## src/rtl/multicycle_sequencer_if.sv

```systemverilog
// rtl/multicycle_sequencer_if.sv - decoded control word in, datapath and memory strobes out
interface multicycle_sequencer_if #(
   parameter int CNT_W = 32
);
   logic             ihit;
   logic             dhit;
   logic             zero;
   logic             RegWr;
   logic             DataRead;
   logic             DataWrite;
   logic             BrEq;
   logic             BrNeq;
   logic             Jump;
   logic             Jal;
   logic             RegToPc;
   logic             Halt;
   logic             imemREN;
   logic             dmemREN;
   logic             dmemWEN;
   logic             IrEn;
   logic             PcEn;
   logic [1:0]       PcSel;
   logic             RegWEN;
   logic             halt;
   logic             err;
   logic [CNT_W-1:0] instret;

   modport master (
      input  ihit, dhit, zero,
      input  RegWr, DataRead, DataWrite, BrEq, BrNeq, Jump, Jal, RegToPc, Halt,
      output imemREN, dmemREN, dmemWEN, IrEn, PcEn, PcSel, RegWEN,
      output halt, err, instret
   );

   modport slave (
      output ihit, dhit, zero,
      output RegWr, DataRead, DataWrite, BrEq, BrNeq, Jump, Jal, RegToPc, Halt,
      input  imemREN, dmemREN, dmemWEN, IrEn, PcEn, PcSel, RegWEN,
      input  halt, err, instret
   );
endinterface

```

## src/rtl/multicycle_sequencer.sv

```systemverilog
// rtl/multicycle_sequencer.sv - FETCH/DECODE/EXEC/MEM/WB control sequencer with memory-wait timeout
module multicycle_sequencer #(
   parameter int WAIT_MAX = 255,
   parameter int CNT_W    = 32
) (
   input  logic                   CLK,
   input  logic                   RST,
   multicycle_sequencer_if.master ctrl
);

   localparam int             WCW      = (WAIT_MAX < 1) ? 1 : $clog2(WAIT_MAX + 1);
   localparam logic [WCW-1:0] WAIT_LIM = WCW'(WAIT_MAX);

   typedef enum logic [2:0] {
      FETCH  = 3'd0,
      DECODE = 3'd1,
      EXEC   = 3'd2,
      MEM    = 3'd3,
      WB     = 3'd4,
      HALTED = 3'd5
   } state_t;

   state_t           state;
   state_t           nextState;
   logic [WCW-1:0]   waitCnt;
   logic             haltQ;
   logic             errQ;
   logic [CNT_W-1:0] instretQ;

   logic             setErr;
   logic             bumpWait;
   logic             retire;
   logic             imemRd;
   logic             dmemRd;
   logic             dmemWr;
   logic             irLoad;
   logic             pcLoad;
   logic [1:0]       pcSel;
   logic             regWrite;
   logic             brTaken;

   assign brTaken = (ctrl.BrEq & ctrl.zero) | (ctrl.BrNeq & ~ctrl.zero);

   always_comb begin
      nextState = state;
      setErr    = 1'b0;
      bumpWait  = 1'b0;
      retire    = 1'b0;
      imemRd    = 1'b0;
      dmemRd    = 1'b0;
      dmemWr    = 1'b0;
      irLoad    = 1'b0;
      pcLoad    = 1'b0;
      pcSel     = 2'd0;
      regWrite  = 1'b0;

      case (state)
         FETCH: begin
            imemRd = 1'b1;
            if (ctrl.ihit) begin
               irLoad    = 1'b1;
               nextState = DECODE;
            end else if (waitCnt == WAIT_LIM) begin
               nextState = HALTED;
               setErr    = 1'b1;
            end else begin
               bumpWait = 1'b1;
            end
         end

         DECODE: begin
            if (ctrl.Halt) begin
               nextState = HALTED;
            end else if (ctrl.DataRead && ctrl.DataWrite) begin
               // load and store together is an illegal decode
               nextState = HALTED;
               setErr    = 1'b1;
            end else begin
               nextState = EXEC;
            end
         end

         EXEC: begin
            nextState = (ctrl.DataRead || ctrl.DataWrite) ? MEM : WB;
         end

         MEM: begin
            dmemRd = ctrl.DataRead;
            dmemWr = ctrl.DataWrite;
            if (ctrl.dhit) begin
               nextState = WB;
            end else if (waitCnt == WAIT_LIM) begin
               nextState = HALTED;
               setErr    = 1'b1;
            end else begin
               bumpWait = 1'b1;
            end
         end

         WB: begin
            pcLoad    = 1'b1;
            regWrite  = ctrl.RegWr | ctrl.Jal;
            retire    = 1'b1;
            nextState = FETCH;
            if (ctrl.RegToPc) begin
               pcSel = 2'd3;
            end else if (ctrl.Jump || ctrl.Jal) begin
               pcSel = 2'd2;
            end else if (brTaken) begin
               pcSel = 2'd1;
            end else begin
               pcSel = 2'd0;
            end
         end

         HALTED: begin
            nextState = HALTED;
         end

         default: begin
            nextState = FETCH;
         end
      endcase
   end

   always_ff @(posedge CLK) begin
      if (RST) begin
         state    <= FETCH;
         waitCnt  <= '0;
         haltQ    <= 1'b0;
         errQ     <= 1'b0;
         instretQ <= '0;
      end else begin
         state <= nextState;
         // a fresh state always starts its wait budget from zero
         if (nextState != state) begin
            waitCnt <= '0;
         end else if (bumpWait) begin
            waitCnt <= waitCnt + WCW'(1);
         end
         if (nextState == HALTED) begin
            haltQ <= 1'b1;
         end
         if (setErr) begin
            errQ <= 1'b1;
         end
         if (retire) begin
            instretQ <= instretQ + CNT_W'(1);
         end
      end
   end

   // strobes must not leak out while reset is held, whatever state is registered
   assign ctrl.imemREN = imemRd   & ~RST;
   assign ctrl.dmemREN = dmemRd   & ~RST;
   assign ctrl.dmemWEN = dmemWr   & ~RST;
   assign ctrl.IrEn    = irLoad   & ~RST;
   assign ctrl.PcEn    = pcLoad   & ~RST;
   assign ctrl.RegWEN  = regWrite & ~RST;
   assign ctrl.PcSel   = RST ? 2'd0 : pcSel;
   assign ctrl.halt    = haltQ;
   assign ctrl.err     = errQ;
   assign ctrl.instret = instretQ;

endmodule

```

## src/flat_wrapper.sv

```systemverilog
// flat-port wrapper written by rule: the top's interface ports become plain ports
module multicycle_sequencer_flat 
#(
   parameter int WAIT_MAX = 255,
   parameter int CNT_W    = 32
)
  (CLK, RST, ctrl_ihit, ctrl_dhit, ctrl_zero, ctrl_RegWr, ctrl_DataRead, ctrl_DataWrite, ctrl_BrEq, ctrl_BrNeq, ctrl_Jump, ctrl_Jal, ctrl_RegToPc, ctrl_Halt, ctrl_imemREN, ctrl_dmemREN, ctrl_dmemWEN, ctrl_IrEn, ctrl_PcEn, ctrl_PcSel, ctrl_RegWEN, ctrl_halt, ctrl_err, ctrl_instret);
  multicycle_sequencer_if #(.CNT_W(CNT_W)) ctrl_i ();
  input  logic CLK;
  input  logic RST;
  input wire logic [$bits(ctrl_i.ihit)-1:0] ctrl_ihit;
  input wire logic [$bits(ctrl_i.dhit)-1:0] ctrl_dhit;
  input wire logic [$bits(ctrl_i.zero)-1:0] ctrl_zero;
  input wire logic [$bits(ctrl_i.RegWr)-1:0] ctrl_RegWr;
  input wire logic [$bits(ctrl_i.DataRead)-1:0] ctrl_DataRead;
  input wire logic [$bits(ctrl_i.DataWrite)-1:0] ctrl_DataWrite;
  input wire logic [$bits(ctrl_i.BrEq)-1:0] ctrl_BrEq;
  input wire logic [$bits(ctrl_i.BrNeq)-1:0] ctrl_BrNeq;
  input wire logic [$bits(ctrl_i.Jump)-1:0] ctrl_Jump;
  input wire logic [$bits(ctrl_i.Jal)-1:0] ctrl_Jal;
  input wire logic [$bits(ctrl_i.RegToPc)-1:0] ctrl_RegToPc;
  input wire logic [$bits(ctrl_i.Halt)-1:0] ctrl_Halt;
  output wire logic [$bits(ctrl_i.imemREN)-1:0] ctrl_imemREN;
  output wire logic [$bits(ctrl_i.dmemREN)-1:0] ctrl_dmemREN;
  output wire logic [$bits(ctrl_i.dmemWEN)-1:0] ctrl_dmemWEN;
  output wire logic [$bits(ctrl_i.IrEn)-1:0] ctrl_IrEn;
  output wire logic [$bits(ctrl_i.PcEn)-1:0] ctrl_PcEn;
  output wire logic [$bits(ctrl_i.PcSel)-1:0] ctrl_PcSel;
  output wire logic [$bits(ctrl_i.RegWEN)-1:0] ctrl_RegWEN;
  output wire logic [$bits(ctrl_i.halt)-1:0] ctrl_halt;
  output wire logic [$bits(ctrl_i.err)-1:0] ctrl_err;
  output wire logic [$bits(ctrl_i.instret)-1:0] ctrl_instret;
  assign ctrl_i.ihit = ctrl_ihit;
  assign ctrl_i.dhit = ctrl_dhit;
  assign ctrl_i.zero = ctrl_zero;
  assign ctrl_i.RegWr = ctrl_RegWr;
  assign ctrl_i.DataRead = ctrl_DataRead;
  assign ctrl_i.DataWrite = ctrl_DataWrite;
  assign ctrl_i.BrEq = ctrl_BrEq;
  assign ctrl_i.BrNeq = ctrl_BrNeq;
  assign ctrl_i.Jump = ctrl_Jump;
  assign ctrl_i.Jal = ctrl_Jal;
  assign ctrl_i.RegToPc = ctrl_RegToPc;
  assign ctrl_i.Halt = ctrl_Halt;
  assign ctrl_imemREN = ctrl_i.imemREN;
  assign ctrl_dmemREN = ctrl_i.dmemREN;
  assign ctrl_dmemWEN = ctrl_i.dmemWEN;
  assign ctrl_IrEn = ctrl_i.IrEn;
  assign ctrl_PcEn = ctrl_i.PcEn;
  assign ctrl_PcSel = ctrl_i.PcSel;
  assign ctrl_RegWEN = ctrl_i.RegWEN;
  assign ctrl_halt = ctrl_i.halt;
  assign ctrl_err = ctrl_i.err;
  assign ctrl_instret = ctrl_i.instret;
  multicycle_sequencer #(.WAIT_MAX(WAIT_MAX), .CNT_W(CNT_W)) u_core (.CLK(CLK), .RST(RST), .ctrl(ctrl_i));
endmodule
```

## config.mk

```make
export PLATFORM = sky130hd
export DESIGN_NAME = multicycle_sequencer_flat
export DESIGN_NICKNAME = d
export VERILOG_FILES = /design/src/rtl/multicycle_sequencer_if.sv /design/src/rtl/multicycle_sequencer.sv /design/src/flat_wrapper.sv
export SDC_FILE = /design/constraint.sdc
export NUM_CORES = 1
export LEC_CHECK = 0
export CORE_ASPECT_RATIO = 0.6
export CORE_UTILIZATION = 48
export CTS_CLUSTER_DIAMETER = 200
export DETAILED_ROUTE_END_ITERATION = 10
export PLACE_DENSITY = 0.87
export SYNTH_ARGS = -nofsm -noshare
export SYNTH_HDL_FRONTEND = slang
export SYNTH_SLANG_ARGS = --single-unit
```

## constraint.sdc

```tcl
create_clock -name CLK -period 3.71 [get_ports CLK]
set_input_delay 0.742 -clock CLK [delete_from_list [all_inputs] [get_ports CLK]]
set_output_delay 0.742 -clock CLK [all_outputs]
set_load 0.02 [all_outputs]
```

==> metrics.csv <==
stage;metric;value;unit
status;status;completed;
die;fp.dieArea;5340;sq um
pwr;powerDensity;307;nW/um^2
synthesis;synthDistinctLibCells;49;
sta;whs;0.464;ns
sta;setup_violations;0;
synthesis;synth_edf_count;0;
sta;drv_slew;0;
die;dieWidth;93.7;um
setup_path;cp_data_arrival_time;2.49;ns
synthesis;syn_nets;308;
layout;fin_nets;355;
pwr;leakage;0.919;nW
clock_tree;clk_latency;0.30;ns
setup_path;startpoint_type;input pin;
routing;routed_wl;6240;um
pwr;ir_drop;0.238;mV
setup_path;r2r_start;u_core.state[1]$_SDFF_PP0_;
sta;finalCriticalPeriod;3.23;ns
global_routing;grt.overflow.total;0;
setup_path;crit_end;ctrl_PcSel[1];
routing;drtIter0Drc;199;
layout;syn2layout_area_growth;26.9;%
synthesis;ys_seq_elements;45;
setup_path;cp.required;2.97;ns
routing;dr.pass1.iters;6;
global_routing;grt_first_pass_wirelength;10000;um
clock_tree;numCtsBuffers;5;
worst_hold_path;worstHoldPathType;register to register;
sta;rsz0062_at_grt;no;
synthesis;netlist_area;2420;sq um
layout;drive_gt1_share;5.29;%
place;dpl_cell_area;2990;sq um
synthesis;netlist.area_leader.share;37.2;%
setup_path;cp_max_fo;7;
synthesis;synth_flop_cell;dfxtp_1;
synthesis;syn_avg_cell_area;8.30;sq um
synthesis;ys_seq_area_share;37.2;%
place;finalWeightedCongestion;0.927;
synthesis;synthArstFlopShare;0;%
die;num_rows;19;
synthesis;synth_area_leaders;dfxtp_1 37%, or4_1 6.2%, o31ai_1 5.9%;
setup_path;critPathLaunch;RST;
routing;vias_per_cell;6.25;
routing;vias;2518;
clock_tree;cts_max_level;2;
synthesis;yosysMostFrequentCell;dfxtp_1;
clock_tree;root_buffer;clkbuf_8;
setup_path;r2r_slack;1.10;ns
sta;tightestPinTransition;0.709;ns
global_routing;antenna_found_initial;0;
clock_tree;cts_resized;0;
clock_tree;clk_pin_slew;0.08;ns
synthesis;synth_fa_ha_area_share;1.03;%
place;hpwl;4410;um
flow_run;cap_violations;0;
sta;maxSlewHeadroom;52.7;%
setup_path;reg2regPathDepth;4;
setup_path;crit-reg2reg-capture;u_core.ctrl.instret[29]$_SDFFE_PP0N_;
synthesis;synth_common_cells;45 x dfxtp_1, 28 x a21oi_1, 20 x nor2_1, 20 x or4_1, 19 x o31ai_1;
sta;max_freq;310;MHz
setup_path;critPathKind;input pin to output pin;
clock_tree;postCtsSetupBuffers;0;
clock_tree;cts.sinks;45;
pwr;power;0.944;mW
synthesis;yosys.area_share.simple;29.6;%
layout;diodes;0;
synthesis;synth_top_family_by_area;simple AND/OR/NAND/NOR gates;
place;portBuffers;55;
synthesis;synth_compound_area_share;22.0;%
synthesis;synthMuxAreaShare;2.58;%
sta;finalCritPeriodShare;87.0;%
synthesis;synth_xor_area_share;2.53;%
synthesis;synth.largest_area_cell;dfxtp_1;
place;dp_slack;0.498;ns
routing;routedWlPerCell;15.5;um
die;die_h;57.0;um
synthesis;yosysWarnings;0;
clock_tree;cts_tree;done;
die;core-area;4710;sq um
layout;final_area;3070;sq um
routing;final_antenna_net_count;0;
clock_tree;cts_hold_buf;0;
clock_tree;cts_buffer_depth;2;
sta;tns;0;ns
routing;drc;0;
sta;finalWorstSetupSlack;0.482;ns
sta;hold_viol_final;0;
sta;skew;0.00875;ns
global_routing;grt_pass1_vias;2141;
synthesis;syn-instance-count;292;
setup_path;end_kind;output pin;
global_routing;track_usage;23.8;%
die;io_pins;56;
global_routing;grt_max_degree;39;
die;initial_utilization;51.5;%
[placed cells by master (no fill, tap or decap), drive strengths merged, types with 10 or more instances in the layout]
cell type and instances:
clkdlybuf4s50 55, dfxtp 45, a21oi 28, or4 21
nor2 20, o31ai 19, nand2 16, nand3 13
inv 10, o21ai 10
[logic make-up after synthesis]
logic type | Yosys count
AO/OA/AOI/OAI | 81
XOR/XNOR | 7
adder cells (fa/ha/maj) | 2
buffers and inverters | 28
flip-flops | 45
multiplexers | 6
AND/OR/NAND/NOR | 123
[final cells by class]
cell class              count  area (sq um)
repair buffers             58           573
fillers                   404          1630
multi-input cells         219          1400
inverters                  10          37.5
clock buffers               5          68.8
well taps                  63          78.8
flip-flops and latches     45           901
clock inverters             3          17.5
[state kept, by name (all words and copies together), names as in the netlist]
register,count
u_core.waitCnt,8
u_core.ctrl.instret,32
u_core.ctrl.halt,1
u_core.state,3
u_core.ctrl.err,1
[worst max-delay path: stages]
cell and delay, ns:
clkdlybuf4s50_1 0.57, nor2_1 0.38, o31a_1 0.20, clkdlybuf4s50_1 0.59
[layer usage]
metal  GRT usage (%)  part of all wire, %
met1            34.6                   48
met2            34.8                   43
met3            5.73                  7.8
met4            7.69                 0.96
met5               0                    0
[stage by stage]
step | std cells | utilization (%)
after CTS | 403 | 65.3
final | 403 | 65.3
after global routing | 403 | 65.3
after global placement | 395 | 63.5
after floorplan | 292 | -
after detailed placement | 395 | 63.5
[worst min-delay path by stage]
stage / depth (start not counted) / from / end
after floorplan: 2 / u_core.waitCnt[1]$_SDFFE_PP0P_ / u_core.waitCnt[1]$_SDFFE_PP0P_
after global placement: 2 / u_core.ctrl.halt$_SDFFE_PP0N_ / u_core.ctrl.halt$_SDFFE_PP0N_
after detailed placement: 2 / u_core.ctrl.halt$_SDFFE_PP0N_ / u_core.ctrl.halt$_SDFFE_PP0N_
after CTS: 2 / u_core.ctrl.halt$_SDFFE_PP0N_ / u_core.ctrl.halt$_SDFFE_PP0N_
after global routing: 2 / u_core.ctrl.halt$_SDFFE_PP0N_ / u_core.ctrl.halt$_SDFFE_PP0N_
final: 2 / u_core.ctrl.halt$_SDFFE_PP0N_ / u_core.ctrl.halt$_SDFFE_PP0N_
[report_power, final]
| part | internal [mW] | total (mW) | switching, mW |
|---|---|---|---|
| Clock | 0.130 | 0.296 | 0.166 |
| Sequential | 0.492 | 0.507 | 0.0146 |
| Combinational | 0.0618 | 0.142 | 0.0804 |
Power figures use the tool's default switching activity.
